`src/rtl/apb_master_bridge.sv`:
```
// CPU load/store to APB3 master bridge: address decode, IDLE/SETUP/ACCESS sequencing, read-back mux.
// Optional ACCESS-phase watchdog enabled by defining APB_TIMEOUT_EN.
module apb_master_bridge #(
   parameter int unsigned NUM_SLV   = 4,
   parameter logic [31:0] BASE_ADDR = 32'h1000_0000,
   parameter logic [31:0] SLV_SPAN  = 32'h0000_1000,
   parameter int unsigned TIMEOUT   = 16
) (
   input  logic                  PCLK,
   input  logic                  PRESET,
   input  logic                  req,
   input  logic                  we,
   input  logic [31:0]           addr,
   input  logic [31:0]           wdata,
   output logic [31:0]           rdata,
   output logic                  ready,
   output logic                  err,
   output logic [31:0]           PADDR,
   output logic                  PWRITE,
   output logic [31:0]           PWDATA,
   output logic                  PENABLE,
   output logic [NUM_SLV-1:0]    PSEL,
   input  logic [32*NUM_SLV-1:0] PRDATA_in,
   input  logic [NUM_SLV-1:0]    PREADY_in
);

   localparam int unsigned IDXW  = (NUM_SLV > 1) ? $clog2(NUM_SLV) : 1;
   localparam int unsigned SHIFT = $clog2(SLV_SPAN);

   typedef enum logic [1:0] {
      IDLE,
      SETUP,
      ACCESS
   } state_t;

   state_t              state_q, state_d;
   logic [NUM_SLV-1:0]  psel_q, psel_d;
   logic                penable_q, penable_d;
   logic                pwrite_q, pwrite_d;
   logic [31:0]         paddr_q, paddr_d;
   logic [31:0]         pwdata_q, pwdata_d;
   logic [31:0]         rdata_q, rdata_d;
   logic                ready_q, ready_d;
   logic                err_q, err_d;
   logic [IDXW-1:0]     idx_q, idx_d;

   logic [31:0]         off;
   logic [31:0]         win;
   logic                hit;
   logic [IDXW-1:0]     dec_idx;
   logic                sel_ready;
   logic [31:0]         sel_rdata;
   logic                tmo;

   // Addresses below the base wrap to a huge offset and fall out of range.
   assign off     = addr - BASE_ADDR;
   assign win     = off >> SHIFT;
   assign hit     = (win < 32'(NUM_SLV));
   assign dec_idx = win[IDXW-1:0];

   always_comb begin
      sel_ready = 1'b0;
      sel_rdata = '0;
      for (int i = 0; i < NUM_SLV; i++) begin
         if (idx_q == IDXW'(i)) begin
            sel_ready = PREADY_in[i];
            sel_rdata = PRDATA_in[32*i +: 32];
         end
      end
   end

`ifdef APB_TIMEOUT_EN
   localparam int unsigned CNTW = $clog2(TIMEOUT + 1);

   logic [CNTW-1:0] cnt_q, cnt_d;

   // cnt_q counts ACCESS cycles already spent; the TIMEOUT-th one gives up.
   assign tmo = (cnt_q == CNTW'(TIMEOUT - 1));

   always_comb begin
      cnt_d = cnt_q;
      if (state_q == IDLE && req && hit)
         cnt_d = '0;
      else if (state_q == ACCESS)
         cnt_d = cnt_q + 1'b1;
   end

   always_ff @(posedge PCLK or posedge PRESET) begin
      if (PRESET)
         cnt_q <= '0;
      else
         cnt_q <= cnt_d;
   end
`else
   assign tmo = 1'b0;
`endif

   always_comb begin
      state_d   = state_q;
      psel_d    = psel_q;
      penable_d = penable_q;
      pwrite_d  = pwrite_q;
      paddr_d   = paddr_q;
      pwdata_d  = pwdata_q;
      rdata_d   = rdata_q;
      idx_d     = idx_q;
      ready_d   = 1'b0;
      err_d     = 1'b0;
      unique case (state_q)
         IDLE: begin
            if (req) begin
               if (hit) begin
                  state_d  = SETUP;
                  idx_d    = dec_idx;
                  psel_d   = NUM_SLV'(1) << dec_idx;
                  paddr_d  = off & (SLV_SPAN - 32'd1);
                  pwrite_d = we;
                  pwdata_d = wdata;
               end else begin
                  ready_d = 1'b1;
                  err_d   = 1'b1;
                  rdata_d = '0;
               end
            end
         end
         SETUP: begin
            state_d   = ACCESS;
            penable_d = 1'b1;
         end
         ACCESS: begin
            if (sel_ready) begin
               state_d   = IDLE;
               psel_d    = '0;
               penable_d = 1'b0;
               ready_d   = 1'b1;
               if (!pwrite_q)
                  rdata_d = sel_rdata;
            end else if (tmo) begin
               state_d   = IDLE;
               psel_d    = '0;
               penable_d = 1'b0;
               ready_d   = 1'b1;
               err_d     = 1'b1;
               rdata_d   = '0;
            end
         end
         default: state_d = IDLE;
      endcase
   end

   always_ff @(posedge PCLK or posedge PRESET) begin
      if (PRESET) begin
         state_q   <= IDLE;
         psel_q    <= '0;
         penable_q <= 1'b0;
         pwrite_q  <= 1'b0;
         paddr_q   <= '0;
         pwdata_q  <= '0;
         rdata_q   <= '0;
         ready_q   <= 1'b0;
         err_q     <= 1'b0;
         idx_q     <= '0;
      end else begin
         state_q   <= state_d;
         psel_q    <= psel_d;
         penable_q <= penable_d;
         pwrite_q  <= pwrite_d;
         paddr_q   <= paddr_d;
         pwdata_q  <= pwdata_d;
         rdata_q   <= rdata_d;
         ready_q   <= ready_d;
         err_q     <= err_d;
         idx_q     <= idx_d;
      end
   end

   assign PSEL    = psel_q;
   assign PENABLE = penable_q;
   assign PWRITE  = pwrite_q;
   assign PADDR   = paddr_q;
   assign PWDATA  = pwdata_q;
   assign rdata   = rdata_q;
   assign ready   = ready_q;
   assign err     = err_q;

endmodule

```
`config.mk`:
```
export PLATFORM = sky130hd
export DESIGN_NAME = apb_master_bridge
export DESIGN_NICKNAME = d
export VERILOG_FILES = /design/src/rtl/apb_master_bridge.sv
export SDC_FILE = /design/constraint.sdc
export NUM_CORES = 1
export LEC_CHECK = 0
export CAP_MARGIN = 20
export CORE_AREA = 2 2 118 120
export CTS_CLUSTER_DIAMETER = 50
export CTS_CLUSTER_SIZE = 10
export DETAILED_ROUTE_END_ITERATION = 10
export DIE_AREA = 0 0 120 122
export PLACE_DENSITY = 0.89
export SYNTH_ARGS = -nofsm -noshare
export SYNTH_HDL_FRONTEND = slang
export SYNTH_SLANG_ARGS = --single-unit
```
`constraint.sdc`:
```
create_clock -name PCLK -period 3.15 [get_ports PCLK]
set_input_delay 0.63 -clock PCLK [delete_from_list [all_inputs] [get_ports PCLK]]
set_output_delay 0.63 -clock PCLK [all_outputs]
set_load 0.01 [all_outputs]
```
# == Yosys cells after proc, flatten, opt, wreduce, memory -nomap -nowiden ==
# Index checks and enable logic that the tools add are counted.
# classes
add_sub_neg,1
order_cmp,1
n_eq_ne,10
shift,1
mux,28
reduce_logical,9
# ops
cell,n
two-way mux 32 bit,8
case mux 32 bit (2 select lines),1
subtractor 32 x 29 -> 32 bit (second input constant),1
< comparator 20 x 3 -> 1 bit (second input constant),1
two-way mux 4 bit,3
!= test 2 bit (second input constant),5
two-way mux 1 bit,9
case mux 4 bit (2 select lines),1
== test 2 bit (second input constant),3
two-way mux 2 bit,3
case mux 2 bit (3 select lines),1
AND reduction 3 bit,2
AND reduction 5 bit,1
== test 2 x 1 -> 1 bit (second input constant),2
zero test 2 bit,2
case mux 1 bit (2 select lines),2
AND reduction 4 bit,1
nonzero test 2 bit,2
<< shifter 1 x 2 -> 4 bit (first input constant),1
AND reduction 2 bit,1
# totals
regBits,88
inputBits,200
output_inout_bits,104
elab_cells,60

# == Logic depth before layout (Yosys ltp) ==
# Gate-level depths: netlist (run 1).
# logic_depth
depth_word,8
mapped_depth,6

# == Worst setup path after synthesis (run 1) ==
# OpenSTA, ideal clock, no wires.
# synth_path
path_type,input port to flip-flop
from,in addr[30]
to,"reg paddr_q[0], in the netlist PADDR[0]"
setup_ps,125
arrival_time_ps,1887
t_required_ps,3025
path_slack_ps,1138
stages,5
cell_sequence,nor4b_4 -> nand3_2 -> nor3_4 -> buf_6 -> mux2_4
# synth_via
elab_chain_len,3
# synth_lines
item,line,text
start: declaration,13,"input logic [31:0] addr,"
subtractor 32 x 29 -> 32 bit,56,assign off = addr - BASE_ADDR;
< comparator 20 x 3 -> 1 bit,58,assign hit = (win < 32'(NUM_SLV));
AND reduction 3 bit (no line),n/a,
end signal: assignment,168,paddr_q <= paddr_d;
end: declaration,40,"logic [31:0] paddr_q, paddr_d;"
# No other way between the ends.
# A chain may end at the register's enable or synchronous reset.

# == Worst setup path after layout (run 1) ==
# layout_path
from,in addr[19]
to,"reg pwdata_q[3], in the netlist PWDATA[3]"
# layout_via
elab_chain_len,3
# layout_lines
item,line,text
subtractor 32 x 29 -> 32 bit,56,
< comparator 20 x 3 -> 1 bit,58,
AND reduction 3 bit (no line),n/a,
end signal: assignment,169,pwdata_q <= pwdata_d;
end: declaration,41,"logic [31:0] pwdata_q, pwdata_d;"
# No other way between the ends.

==> results of run 1 <==
[cell families after synthesis]
group | synth area share, %
buf+inv | 6.900
mux | 31.68
flops | 47.81
simple gates | 7.009
other cells | 0.08142
compound gates | 6.520
[cell usage in the layout, fill, tap and decap left out, types with 2 or more instances in the layout]
cell / n
clkdlybuf4s50_1: 283
dfrtp_1: 87
nand2_1: 40
mux2_4: 36
mux4_2: 33
o2bb2ai_1: 32
conb_1: 20
mux2_2: 11
clkbuf_16: 9
buf_4: 6
nor4_1: 4
mux2i_1: 4
nor2_1: 3
nand2b_1: 3
a21oi_1: 2
clkinv_4: 2
buf_12: 2
[power by group through the flow]
stage                     logic, uW  registers, uW  clock network [uW]
final                           361           1130                1100
after floorplan                94.9           1160                   0
after global routing            387           1130                1190
after global placement          355           1150                   0
after detailed placement        362           1150                   0
after CTS                       364           1130                1130
[worst paths after layout]
check                      startpoint          to  slack [ns]
min in group asynchronous      PRESET  PWDATA[11]        0.69
max reg2reg                  idx_q[0]   rdata[16]        1.32
max in group asynchronous      PRESET  PWDATA[21]        1.88
max                          addr[19]   PWDATA[3]        0.81
min                         PWDATA[2]   PWDATA[2]        0.52
min reg2reg                 PWDATA[2]   PWDATA[2]        0.52
[metrics by stage]
step                      cells  area (sq um)  worst slack, ns  total power, uW
after floorplan             334          4677           0.2414             1251
after global placement      762          7513           0.5315             1510
after detailed placement    762          7513           0.4671             1517
after CTS                   778          7828           0.8179             2630
after global routing        778          7828           0.7356             2705
final                       778          7828           0.8079             2598
[cell type report]
class	instances	area share (%)
flip-flops and latches	88	28.15
clock inverters	6	0.9591
repair buffers	291	37.28
clock buffers	10	3.053
well taps	180	2.877
multi-input cells	201	27.56
inverters	2	0.1279
[sequential cells by signal, indices dropped and copies added, names as in the netlist]
name and flops:
PWDATA 32, rdata 32, PADDR 12, PSEL 4, idx_q 2, state_q 2
PENABLE 1, PWRITE 1, err 1, ready 1
[metal layers]
layer  routed length, microns  track usage [%]
met1                     5037            21.22
met2                     7287            34.77
met3                     1150            4.963
met4                      269            6.397
met5                        0                0
==> impl_metrics.env, run 1 <==
export IMPL_syn_cell_area_sq_mm=0.004606
export IMPL_io_buffers=283
export IMPL_path_delay_family="buffers and inverters"
export IMPL_path_buf_inv=2
export IMPL_clk_pin_slew_ns=0.07
export IMPL_cellPowerDensity_mw_per_mm2=332.0
export IMPL_worst_setup_path_type="primary input to flop"
export IMPL_clkPwrFrac_pct=42.5
export IMPL_nets=793
export IMPL_start_util_pct=34.11
export IMPL_max_slew_margin_rel_pct=49.37
export IMPL_ys_types=30
export IMPL_finalCritPeriodShare_pct=74.35
export IMPL_p_int_uw=2037
export IMPL_h_tree_depth=3
export IMPL_cts_sinks=88
export IMPL_path_max_fanout=51
export IMPL_cap_violations=0
export IMPL_fill_cells=1061
export IMPL_skew_ns=0.01044
export IMPL_cts_tree="built"
export IMPL_synth_cells=315
export IMPL_synth_seq_cells=88
export IMPL_drive_gt1_share_pct=19.23
export IMPL_rsz0062_at_grt="false"
export IMPL_synth_most_common_cell="dfrtp_1"
export IMPL_drtAntennaViolNets=0
export IMPL_grt_pass1_wl_mm=21.29
export IMPL_ios=304
export IMPL_via_per_inst=4.724
export IMPL_crit_cells=6
export IMPL_netSwitchingPower_uw=561.1
export IMPL_core_sq_mm=0.01350
export IMPL_synth_top_cell_area_share_pct=47.81
export IMPL_die_area_sq_mm=0.01464
export IMPL_area_growth_pct=69.95
export IMPL_clkLatencyLatePin_ns=0.34
export IMPL_start_kind="primary input"
export IMPL_max_freq_ghz=0.4270
export IMPL_sw_frac_of_total_pct=21.60
export IMPL_path_cells="clkdlybuf4s50_1 -> nor4_4 -> nand3_2 -> nor3_4 -> buf_12 -> mux2_2"
export IMPL_p_leak_uw=0.003138
export IMPL_final_seq_area_sq_mm=0.002203
export IMPL_die_h_microns=122
export IMPL_cts_resized=0
export IMPL_crit_path_max_incr_delay_ns=0.45
export IMPL_numCtsBuffers=9
export IMPL_postLayoutCoreUtil_pct=57.96
export IMPL_yosysWarnings=0
export IMPL_place_congestion=0.8244
export IMPL_drt_initial_drc_count=185
export IMPL_async_flop_share_pct=100.0
export IMPL_seqPwrFrac_pct=43.6
export IMPL_yosys_top_cells_area="dfrtp_1 (48%), mux4_2 (16%), mux2_4 (12%)"
export IMPL_finalCriticalPeriod_ns=2.342
export IMPL_cp_data_required_time_ns=3.38
export IMPL_grt_usage_pct=18.92
export IMPL_cp_end_kind="flop"
export IMPL_worst_pin_slew_ns=0.7595
export IMPL_final_max_slew_viol_count=0
export IMPL_multi_input_area_sq_mm=0.002157
export IMPL_antenna_found_initial=0
export IMPL_p_comb_share_pct=13.9
export IMPL_antenna_cells=0
export IMPL_yosysTopAreaCell="dfrtp_1"
export IMPL_hold_class="flop to flop"
export IMPL_critPathSlowestCell="clkdlybuf4s50_1"
export IMPL_dr_pass1_iters=4
export IMPL_ys_flop_type="dfrtp_1"
export IMPL_critPathArrivalTime_ns=2.57
export IMPL_hpwl_mm=11.23
export IMPL_via_count=3675
export IMPL_synth_common_cells="dfrtp_1 (88), nand2_1 (40), mux2_4 (36)"
export IMPL_peakVddDrop_v=0.0002359
export IMPL_synth_seq_area_share_pct=47.81
export IMPL_finalSetupViolCount=0
export IMPL_drc_errors=0
export IMPL_hold_violations=0
export IMPL_cts_setup_buffers=0
export IMPL_holdPathStages=1
export IMPL_wirelength_mm=13.74
export IMPL_clock_path_buffers=2
export IMPL_grt_max_degree=52
export IMPL_die_w_microns=120
export IMPL_status="complete, no violations"
export IMPL_r2r_cells=5
export IMPL_overflow=0
export IMPL_syn_mean_instance_area_sq_um=14.62
export IMPL_row_count=43
export IMPL_synth_edf_count=0
export IMPL_ctsHoldBuffers=0
export IMPL_root_buffer="clkbuf_16"
export IMPL_finalSetupTns_ns=0
export IMPL_avgRoutedWirePerCell_microns=17.67
export IMPL_grt_pass1_vias=4020
export IMPL_hold_ws_ns=0.5173
Power figures use the tool's default switching activity.
==> inputs of run 2 (changes only) <==
Settings changed: CORE_AREA 2 2 118 120 to not set, CORE_UTILIZATION set to 33, DIE_AREA 0 0 120 122 to not set.
Clock period 3.15 ns to 2 ns, I/O delays scaled along.
==> impl_metrics.env, run 2 (synthesized netlist as in run 1, its figures left out) <==
export IMPL_cellPowerDensity_mw_per_mm2=520.8
export IMPL_cap_violations=0
export IMPL_status="complete, no violations"
export IMPL_post_dp_cell_area_sq_mm=0.007700
export IMPL_path_cells="clkdlybuf4s50_1 -> nor4_2 -> nand2_2 -> nor3_4 -> buf_6 -> buf_6 -> mux2_4"
export IMPL_crit_start="addr[27]"
export IMPL_p_leak_uw=0.003386
export IMPL_final_max_slew_viol_count=0
export IMPL_root_buffer="clkbuf_16"
export IMPL_die_w_microns=120.1
export IMPL_numCtsBuffers=9
export IMPL_grt_usage_pct=19.32
export IMPL_hpwl_mm=10.96
export IMPL_final_seq_area_sq_mm=0.002203
export IMPL_drtAntennaViolNets=0
export IMPL_layout_common_cells="clkdlybuf4s50_1 (275), dfrtp_1 (87), nand2_1 (39), mux2_4 (37), mux4_2 (33)"
export IMPL_hold_class="primary input to async pin"
export IMPL_skew_ns=0.005188
export IMPL_cp_data_required_time_ns=2.22
export IMPL_grt_max_degree=34
export IMPL_critPathArrivalTime_ns=2.19
export IMPL_area_growth_pct=78.78
export IMPL_die_area_sq_mm=0.01443
export IMPL_cp_end_kind="flop"
export IMPL_finalCritPeriodShare_pct=98.69
export IMPL_path_max_fanout=7
export IMPL_path_buf_inv=3
export IMPL_multi_input_area_sq_mm=0.002180
export IMPL_drt_initial_drc_count=134
export IMPL_ios=304
export IMPL_clock_path_buffers=2
export IMPL_overflow=0
export IMPL_cpMostUsedCell="buf_6"
export IMPL_via_count=3777
export IMPL_max_freq_ghz=0.5067
export IMPL_final_cell_area_sq_mm=0.008234
export IMPL_core_sq_mm=0.01340
export IMPL_ctsHoldBuffers=0
export IMPL_start_kind="primary input"
export IMPL_r2r_start="idx_q[0]"
export IMPL_fill_cells=1021
export IMPL_stdcell_count=793
export IMPL_row_count=42
export IMPL_clk_pin_slew_ns=0.06
export IMPL_finalCriticalPeriod_ns=1.974
export IMPL_start_util_pct=34.37
export IMPL_crit_path_max_incr_delay_ns=0.46
export IMPL_final_common_cell="clkdlybuf4s50_1"
export IMPL_antenna_cells=0
export IMPL_place_congestion=0.8129
export IMPL_cts_sinks=88
export IMPL_h_tree_depth=3
export IMPL_layout_setup_ws_ns=0.02627
export IMPL_drc_errors=0
export IMPL_cts_tree="built"
export IMPL_antenna_found_initial=0
export IMPL_clkLatencyLatePin_ns=0.33
export IMPL_hold_violations=0
export IMPL_peakVddDrop_v=0.0004080
export IMPL_nets=812
export IMPL_worst_setup_path_type="primary input to flop"
export IMPL_grt_pass1_vias=4167
export IMPL_avgRoutedWirePerCell_microns=18.18
export IMPL_placed_cells=770
export IMPL_grt_pass1_wl_mm=21.19
export IMPL_via_per_inst=4.763
export IMPL_wirelength_mm=14.42
export IMPL_drive_gt1_share_pct=22.20
export IMPL_die_h_microns=120.1
export IMPL_critPathSlowestCell="clkdlybuf4s50_1"
export IMPL_dpl_worst_slack_ns=-0.4984
export IMPL_path_delay_family="buffers and inverters"
export IMPL_finalSetupViolCount=0
export IMPL_dr_pass1_iters=4
export IMPL_io_buffers=283
==> run 2: final cells by class <==
| cell class | count | area share [%] |
|---|---|---|
| Clock buffer | 10 | 2.781 |
| Clock inverter | 6 | 1.398 |
| Inverter | 2 | 0.1368 |
| Multi-Input combinational cell | 201 | 26.47 |
| Sequential cell | 88 | 26.76 |
| Tap cell | 176 | 2.674 |
| Timing Repair Buffer | 310 | 39.78 |
==> run 2: worst register-to-register path, stage by stage (launching register included) <==
cell	delay, ns
dfrtp_2	0.42
mux4_2	0.61
nand3b_2	0.19
buf_12	0.18
nand2_1	0.07
o2bb2ai_1	0.14
==> run 2: power breakdown <==
group / switching [uW] / total (uW) / internal, uW
Sequential: 1.55 / 1790 / 1780
Combinational: 162 / 578 / 415
Clock: 693 / 1930 / 1230
Total: 857 / 4290 / 3430
==> run 2: metal layers <==
layer	track usage, %	vias up	share of wire (%)
met4	7.422	0	1.7
met5	0	-	0
li1	-	1727	-
met3	3.517	20	7.0
met2	36.53	194	54
met1	21.11	1836	38
==> run 2: final timing paths <==
path	to	cells after the start	slack, ns
setup / recovery	PWDATA[23]	7	0.03
hold / removal	PWDATA[22]	2	0.43
setup reg to reg	rdata[27]	5	0.33
hold reg to reg	PWDATA[30]	1	0.50
max in group asynchronous	idx_q[0]	3	1.05
min in group PCLK	state_q[0]	4	0.45
==> run 2: per-stage QoR <==
step	hold WS [ns]	power (uW)	setup TNS, ns	util, %
global placement	0.4722	2385	-24.33	57.46
detailed placement	0.4829	2397	-29.15	57.46
floorplan	0.5288	1971	0	-
global route	0.4483	4446	-0.3941	61.45
CTS	0.4289	4330	-0.2905	60.40
finish	0.4322	4288	0	61.45
==> run 2: repair_timing <==
item                                    in CTS  in global routing
endpoints found under the setup margin      44                 51
hold endpoints to repair                     0                  0
gates resized for setup                      2                 17
buffers inserted                             1                  1
pin swaps                                    3                  6
cloned                                       1                  4
==> inputs of run 3 (changes only) <==
Settings changed: CTS_BUF_LIST set to sky130_fd_sc_hd__clkbuf_16.
==> impl_metrics.env, run 3 (synthesized netlist as in run 1, its figures left out) <==
export IMPL_finalCriticalPeriod_ns=1.974
export IMPL_dr_pass1_iters=4
export IMPL_p_leak_uw=0.003390
export IMPL_cp_data_required_time_ns=2.22
export IMPL_placed_cells=770
export IMPL_hold_class="primary input to async pin"
export IMPL_final_common_cell="clkdlybuf4s50_1"
export IMPL_clk_pin_slew_ns=0.06
export IMPL_antenna_cells=0
export IMPL_cp_end_kind="flop"
export IMPL_worst_setup_path_type="primary input to flop"
export IMPL_max_freq_ghz=0.5067
export IMPL_path_max_fanout=7
export IMPL_grt_pass1_wl_mm=21.19
export IMPL_hpwl_mm=10.96
export IMPL_overflow=0
export IMPL_area_growth_pct=78.78
export IMPL_numCtsBuffers=9
export IMPL_finalCritPeriodShare_pct=98.69
export IMPL_path_delay_family="buffers and inverters"
export IMPL_grt_pass1_vias=4167
export IMPL_drc_errors=0
export IMPL_root_buffer="clkbuf_16"
export IMPL_wirelength_mm=14.42
export IMPL_row_count=42
export IMPL_finalSetupViolCount=0
export IMPL_start_kind="primary input"
export IMPL_cpMostUsedCell="buf_6"
export IMPL_die_area_sq_mm=0.01443
export IMPL_hold_violations=0
export IMPL_critPathSlowestCell="clkdlybuf4s50_1"
export IMPL_via_count=3777
export IMPL_drt_initial_drc_count=132
export IMPL_nets=812
export IMPL_die_h_microns=120.1
export IMPL_r2r_start="idx_q[0]"
export IMPL_power_uw=4284
export IMPL_path_buf_inv=3
export IMPL_h_tree_depth=3
export IMPL_clkLatencyLatePin_ns=0.33
export IMPL_avgRoutedWirePerCell_microns=18.18
export IMPL_start_util_pct=34.37
export IMPL_drtAntennaViolNets=0
export IMPL_status="complete, no violations"
export IMPL_antenna_found_initial=0
export IMPL_drive_gt1_share_pct=22.20
export IMPL_grt_usage_pct=19.32
export IMPL_peakVddDrop_v=0.0004080
export IMPL_via_per_inst=4.763
export IMPL_stdcell_count=793
export IMPL_cellPowerDensity_mw_per_mm2=520.3
export IMPL_cts_tree="built"
export IMPL_core_sq_mm=0.01340
export IMPL_ios=304
export IMPL_clock_path_buffers=2
export IMPL_grt_max_degree=34
export IMPL_skew_ns=0.005188
export IMPL_final_max_slew_viol_count=0
export IMPL_cap_violations=0
export IMPL_crit_path_max_incr_delay_ns=0.46
export IMPL_die_w_microns=120.1
export IMPL_critPathArrivalTime_ns=2.19
export IMPL_place_congestion=0.8129
export IMPL_fill_cells=1021
export IMPL_path_cells="clkdlybuf4s50_1 -> nor4_2 -> nand2_2 -> nor3_4 -> buf_6 -> buf_6 -> mux2_4"
export IMPL_crit_start="addr[27]"
export IMPL_cts_sinks=88
export IMPL_layout_common_cells="clkdlybuf4s50_1 (275), dfrtp_1 (87), nand2_1 (39), mux2_4 (37), mux4_2 (33)"
export IMPL_io_buffers=283
[run 3: cell count changes in the layout (fill, tap and decap cells not counted), sizes merged]
| cell | delta |
|---|---|
| clkbuf | -1 |
| inv | +1 |
[run 3: power by group]
part	internal, uW	leakage (uW)	switching (uW)
clock	1230	0.000173	694
sequential	1780	0.00122	1.55
combinational	415	0.00200	162
total	3430	0.00339	858
[run 3: repair_timing]
| action | CTS | global route |
|---|---|---|
| hold buffers | 0 | 0 |
| gates resized for setup | 2 | 17 |
| endpoints found under the setup margin | 44 | 51 |
| cloned | 1 | 4 |
| pin swaps | 3 | 6 |
| setup buffers | 1 | 1 |
[run 3: worst paths after layout]
check | end | slack (ns) | depth (start not counted)
hold reg to reg | PWDATA[30] | 0.50 | 1
max in group asynchronous | idx_q[0] | 1.05 | 3
setup / recovery | PWDATA[23] | 0.03 | 7
min in group PCLK | state_q[0] | 0.45 | 4
setup reg to reg | rdata[27] | 0.33 | 5
hold / removal | PWDATA[22] | 0.43 | 2
[run 3: worst reg2reg max path, cell delays in order, from the launching register on]
cell and delay [ns]:
dfrtp_2 0.42, mux4_2 0.61, nand3b_2 0.19, buf_12 0.18
nand2_1 0.07, o2bb2ai_1 0.14
[run 3: area by class of cell]
type	count	area, sq um	area share [%]
Clock buffer	9	225.2	2.735
Clock inverter	7	118.9	1.444
Inverter	2	11.26	0.1368
Multi-Input combinational cell	201	2180	26.47
Sequential cell	88	2203	26.76
Tap cell	176	220.2	2.674
Timing Repair Buffer	310	3276	39.78
[run 3: metal layers]
metal	GRT usage [%]	share of wire (%)
met5	0	0
met4	7.422	1.7
met3	3.517	7.0
met2	36.53	54
met1	21.11	38
[run 3: stage by stage]
step / instance area [sq um] / hold slack (ns) / TNS, ns / util, % / setup slack, ns
6_report: 8234 / 0.4322 / 0 / 61.45 / 0.02627
3_5_place_dp: 7700 / 0.4829 / -29.15 / 57.46 / -0.4984
3_3_place_gp: 7700 / 0.4722 / -24.33 / 57.46 / -0.4132
4_1_cts: 8094 / 0.4289 / -0.2884 / 60.40 / -0.01764
5_1_grt: 8234 / 0.4483 / -0.3930 / 61.45 / -0.03437
2_1_floorplan: 4681 / 0.5288 / 0 / - / 0.2182
